**src/rtl/serie_rx32.sv**
```systemverilog
// serie_rx32 - oversampling serial receiver for the 32-bit shift-out stage.
//
// Detects a start bit (0) after idle-high and assembles DATA_W bits sent LSB-first.
// It checks the stop bit (1) and hands the word out over a valid/ready handshake.
// Framing errors and overruns are flagged as one-cycle pulses.
//
// Optional build macro: RX_MAJORITY_EN
//   When defined, every sample point takes a 2-of-3 vote of rx_s over the
//   nominal point +/-1 cycle. The decision moves one cycle later.
//
// Ports:
//   clk         system clock, rising edge
//   reset       synchronous, active-low
//   rx_in       serial line, asynchronous, idle high
//   dout        received word, stable while dout_valid=1
//   dout_valid  word available, held until accepted
//   dout_ready  consumer accept (dout_valid & dout_ready)
//   busy        receiver not in IDLE
//   frame_err   one-cycle pulse, stop bit sampled 0
//   overrun     one-cycle pulse, new word dropped because the old one is unaccepted
module serie_rx32 #(
  parameter int CLKS_PER_BIT = 16,
  parameter int DATA_W       = 32
) (
  input  logic              clk,
  input  logic              reset,
  input  logic              rx_in,
  output logic [DATA_W-1:0] dout,
  output logic              dout_valid,
  input  logic              dout_ready,
  output logic              busy,
  output logic              frame_err,
  output logic              overrun
);

  localparam int CW = $clog2(CLKS_PER_BIT);
  localparam int NW = $clog2(DATA_W + 1);
`ifdef RX_MAJORITY_EN
  localparam int DLY = 1;
`else
  localparam int DLY = 0;
`endif
  // With voting the decision lands one cycle after the nominal point.
  // Only the start-bit point needs the shift. Later points are relative to it.
  localparam logic [CW-1:0] CNT_MID   = CW'(CLKS_PER_BIT/2 - 1 + DLY);
  localparam logic [CW-1:0] CNT_LAST  = CW'(CLKS_PER_BIT - 1);
  localparam logic [NW-1:0] NBIT_LAST = NW'(DATA_W - 1);

  typedef enum logic [2:0] {IDLE, START, DATA, STOP, WAIT_IDLE} state_t;

  state_t            state, state_nx;
  logic              sync1, rx_s, smp;
  logic [CW-1:0]     cnt, cnt_nx;
  logic [NW-1:0]     nbit, nbit_nx;
  logic [DATA_W-1:0] shreg;
  logic              shift_en, deliver, ovr_hit, ferr_hit;

  // Two-flop synchronizer. It resets to the idle level so reset never looks like a start.
  always_ff @(posedge clk) begin
    if (!reset) begin
      sync1 <= 1'b1;
      rx_s  <= 1'b1;
    end else begin
      sync1 <= rx_in;
      rx_s  <= sync1;
    end
  end

`ifdef RX_MAJORITY_EN
  logic rx_d1, rx_d2;
  always_ff @(posedge clk) begin
    if (!reset) begin
      rx_d1 <= 1'b1;
      rx_d2 <= 1'b1;
    end else begin
      rx_d1 <= rx_s;
      rx_d2 <= rx_d1;
    end
  end
  assign smp = (rx_s & rx_d1) | (rx_s & rx_d2) | (rx_d1 & rx_d2);
`else
  assign smp = rx_s;
`endif

  always_ff @(posedge clk) begin
    if (!reset) state <= IDLE;
    else        state <= state_nx;
  end

  always_comb begin
    state_nx = state;
    cnt_nx   = cnt;
    nbit_nx  = nbit;
    shift_en = 1'b0;
    deliver  = 1'b0;
    ovr_hit  = 1'b0;
    ferr_hit = 1'b0;
    case (state)
      IDLE: begin
        if (!rx_s) begin
          state_nx = START;
          cnt_nx   = '0;
        end
      end
      START: begin
        if (cnt == CNT_MID) begin
          if (smp) begin
            state_nx = IDLE;
          end else begin
            state_nx = DATA;
            cnt_nx   = '0;
            nbit_nx  = '0;
          end
        end else begin
          cnt_nx = cnt + 1'b1;
        end
      end
      DATA: begin
        if (cnt == CNT_LAST) begin
          shift_en = 1'b1;
          cnt_nx   = '0;
          nbit_nx  = nbit + 1'b1;
          if (nbit == NBIT_LAST) state_nx = STOP;
        end else begin
          cnt_nx = cnt + 1'b1;
        end
      end
      STOP: begin
        // The stop decision is mid-bit, so IDLE is back half a bit early.
        // This early return catches back-to-back start bits.
        if (cnt == CNT_LAST) begin
          cnt_nx = '0;
          if (smp) begin
            state_nx = IDLE;
            if (!dout_valid || dout_ready) deliver = 1'b1;
            else                           ovr_hit = 1'b1;
          end else begin
            state_nx = WAIT_IDLE;
            ferr_hit = 1'b1;
          end
        end else begin
          cnt_nx = cnt + 1'b1;
        end
      end
      WAIT_IDLE: begin
        // A held-low line (break) parks here instead of spawning frames.
        if (rx_s) state_nx = IDLE;
      end
      default: state_nx = IDLE;
    endcase
  end

  always_ff @(posedge clk) begin
    if (!reset) begin
      cnt        <= '0;
      nbit       <= '0;
      shreg      <= '0;
      dout       <= '0;
      dout_valid <= 1'b0;
      frame_err  <= 1'b0;
      overrun    <= 1'b0;
    end else begin
      cnt       <= cnt_nx;
      nbit      <= nbit_nx;
      frame_err <= ferr_hit;
      overrun   <= ovr_hit;
      if (shift_en) shreg <= {smp, shreg[DATA_W-1:1]};
      // A new delivery wins over a same-cycle accept, so valid stays high.
      if (deliver) begin
        dout       <= shreg;
        dout_valid <= 1'b1;
      end else if (dout_ready) begin
        dout_valid <= 1'b0;
      end
    end
  end

  assign busy = (state != IDLE);

endmodule

```
**config.mk**
```make
export PLATFORM = sky130hd
export DESIGN_NAME = serie_rx32
export DESIGN_NICKNAME = d
export VERILOG_FILES = /design/src/rtl/serie_rx32.sv
export SDC_FILE = /design/constraint.sdc
export NUM_CORES = 1
export LEC_CHECK = 0
export BUFFER_PORTS_ARGS = -buffer_cell sky130_fd_sc_hd__buf_2
export CAP_MARGIN = 10
export CORE_ASPECT_RATIO = 1.4
export CORE_MARGIN = 2
export CORE_UTILIZATION = 39
export DETAILED_ROUTE_END_ITERATION = 6
export PLACE_DENSITY_LB_ADDON = 0.25
export SLEW_MARGIN = 20
export SYNTH_ARGS = -nofsm -noshare
export SYNTH_HDL_FRONTEND = slang
export SYNTH_SLANG_ARGS = --single-unit
```
**constraint.sdc**
```tcl
create_clock -name clk -period 3.2 [get_ports clk]
set_input_delay 0.16 -clock clk [delete_from_list [all_inputs] [get_ports clk]]
set_output_delay 0.16 -clock clk [all_outputs]
set_load 0.03 [all_outputs]
```
==> results.cfg <==
[outcome]
status = complete, no violations

[timing]
skew_ns = 0.00381
worst_pin_slew_ns = 0.546
fin_crit_ns = 2.03
setup_viol = 0
rsz0062_at_grt = false
tns_ns = 0
final-max-slew-violation-count = 0
finalHoldViolations = 0
post-route-period-util_pct = 63.4
fmax_ghz = 0.493
slew_headroom_pct = 63.6

[critical_path]
rrSetupSlack_ns = 1.17
rr_startpoint = cnt[0]$_SDFFE_PN0P_
reg2reg_depth = 6
worstSetupEndpoint = nbit[2]$_SDFFE_PN0P_
crit_path_start_kind = flip-flop
critPathRequiredTime_ns = 3.44
arrival_ns = 2.27
cp_max_fo = 24
cp-startpoint = cnt[0]$_SDFFE_PN0P_
crit_path_end_kind = flip-flop
r2r-end = nbit[2]$_SDFFE_PN0P_
critPathKind = flip-flop to flip-flop

[pwr]
power_frac_seq_pct = 48.1
ir_drop_mv = 0.286
p_int_uw = 1730
combPwrFrac_pct = 1.9
powerDensity_nw_per_um2 = 573
power.share.clock_pct = 49.9
switching_share_pct = 19.1
p_leak_uw = 0.00139
switchingPower_uw = 408

[yosys]
synth_top_area_share_pct = 51.3
ys_seq_elements = 82
syn_avg_cell_area_um2 = 8.10
ys_types = 40
synthTopCellsByArea = dfxtp_1, nand2_1, a21oi_1, nand3_1, o21ai_0
syn_area_um2 = 3200
synthCells = 395
ys_seq_area_share_pct = 51.3
synth_area_leader_cell = dfxtp_1
async_flop_share_pct = 0
synthFlopType = dfxtp_1
syn_nets = 401
yosysWarnings = 0
synth_edf_count = 0

[die]
dieHeight_um = 111
die_x_um = 80.6
die_area_um2 = 8960
io_pins = 40
rows = 39
design.core.area_um2 = 8050
start_util_pct = 39.8

[run]
maxCapViolations = 0

[finish]
diodes = 0
layout.cells.non_filler = 525
area_growth_pct = 16.6
layout.nets = 426
layout-drive-gt1-share_pct = 14.9

[placed_design]
gp_congestion = 0.853
hpwl_mm = 4.00
io_buffers = 39
dp_cells = 510

[cts]
cts_sinks = 82
clk_pin_slew_ns = 0.06
cts_buffers = 9
clk_path_buf_depth = 2
clk_latency_ns = 0.33
tritoncts = built
htreeDepth = 3
post_cts.repair.setup_buffers = 0
cts_root_buffer = clkbuf_16

[detailed_routing]
vias = 2660
dr.first_iter.drc_count = 175
wl_per_cell_um = 12.0
wl_mm = 6.32
dr.pass1.iters = 4
final_antenna_net_count = 0
vias_per_cell = 5.07
drc_errors = 0

[worst_hold_path]
hold_path.class = primary input to flip-flop

[global_route]
grt_pass1_wl_mm = 10.8
antenna_found_initial = 0
grt_pass1_vias = 2403
gr-total-overflow = 0
grt.total_usage_pct = 15.1
grt_start_max_net_pins = 65
-- metrics by stage --
step	total power, uW	utilization [%]	instance area (um2)	hold slack, ns	setup WS (ns)
2_1_floorplan	1080	-	3200	0.261	1.43
3_3_place_gp	1090	42.4	3410	0.349	1.23
3_5_place_dp	1090	42.4	3410	0.345	1.17
4_1_cts	2170	46.4	3730	0.165	1.15
5_1_grt	2210	46.4	3730	0.198	0.976
6_report	2140	46.4	3730	0.165	1.17
-- power groups by stage --
stage / Clock (uW) / Sequential [uW] / Combinational [uW]
3_5_place_dp: 0 / 1050 / 40.6
3_3_place_gp: 0 / 1050 / 40.4
6_report: 1070 / 1030 / 41.1
4_1_cts: 1100 / 1030 / 41.6
5_1_grt: 1130 / 1030 / 46.1
2_1_floorplan: 0 / 1050 / 34.1
-- per-layer routing --
metal / wire length [um] / global-route usage (%) / share of wire, % / vias to the layer above
met2: 3080 / 25.3 / 49 / 35
li1: - / - / - / 1400
met5: 0 / 0 / 0 / -
met1: 2880 / 17.7 / 46 / 1217
met4: 119 / 6.44 / 1.9 / 0
met3: 242 / 4.23 / 3.8 / 8
-- flip-flops by register name, indices dropped and copies added (netlist names) --
name        cells
cnt             4
rx_s            1
nbit            6
shreg          32
dout_valid      1
state           3
overrun         1
sync1           1
dout           32
frame_err       1
-- placed cells by master (no fill, tap or decap), types with 2 or more instances in the layout --
master	netlist	final
nand3b_1	2	2
and3b_1	2	2
nor4b_1	2	2
inv_1	4	4
nor2_1	11	10
nand3_1	36	36
or3_1	2	2
nand2b_1	4	4
buf_4	0	5
a21oi_1	44	44
o21ai_1	7	7
nor3_1	5	5
ha_1	2	2
bufinv_16	0	2
clkbuf_16	0	9
o21ai_0	31	31
a211oi_1	3	3
nand2_1	105	105
a41oi_1	3	3
buf_2	5	39
dfxtp_1	82	82
-- worst max-delay path, cell delays in order, from the launching register on --
cell      delay, ns
dfxtp_1        0.37
ha_1           0.34
nand3b_4       0.17
nor2_2         0.39
buf_4          0.35
a21oi_1        0.10
a311oi_1       0.22
-- cell type report --
| class | count | area, um2 |
|---|---|---|
| fill | 806 | 4320 |
| sequential | 82 | 1640 |
| multi-input combinational | 278 | 1400 |
| clock buffer | 11 | 243 |
| timing repair buffer | 45 | 243 |
| tap | 102 | 128 |
| clock inverter | 3 | 65.1 |
| inverter | 4 | 15.0 |
-- synthesized netlist by cell type, types with 3 or more instances --
library cell / count
nand2b_1: 4
a21oi_1: 44
o21ai_0: 31
nand3_1: 36
a211oi_1: 3
o21ai_1: 7
nor2_1: 11
buf_6: 3
inv_1: 4
clkbuf_1: 20
buf_2: 5
a41oi_1: 3
clkbuf_2: 3
nor3_1: 5
dfxtp_1: 82
nand2_1: 105
-- how the worst min path moves through the flow --
stage / slack (ns) / end / startpoint / depth (start not counted)
floorplan: 0.26 / sync1$_SDFF_PN1_ / rx_in / 1
global route: 0.20 / overrun$_SDFF_PN0_ / dout_ready / 3
global placement: 0.35 / sync1$_SDFF_PN1_ / rx_in / 2
detailed placement: 0.35 / sync1$_SDFF_PN1_ / rx_in / 2
finish: 0.16 / dout_valid$_SDFFE_PN0P_ / dout_ready / 4
CTS: 0.16 / dout_valid$_SDFFE_PN0P_ / dout_ready / 4
-- what timing repair did --
action                                 CTS  global route
hold buffers                             1             0
resized for setup                        0             0
endpoints found under the hold margin    1             0
-- logic make-up after synthesis --
logic type / count (synthesis) / share of synthesized area [%]
mux: 1 / 0.313
flops: 82 / 51.3
simple gates: 178 / 25.7
buf+inv: 35 / 5.12
compound gates: 96 / 16.5
fa+ha+maj: 2 / 0.782
xor+xnor: 1 / 0.274
(Power assumes the default switching activity.)
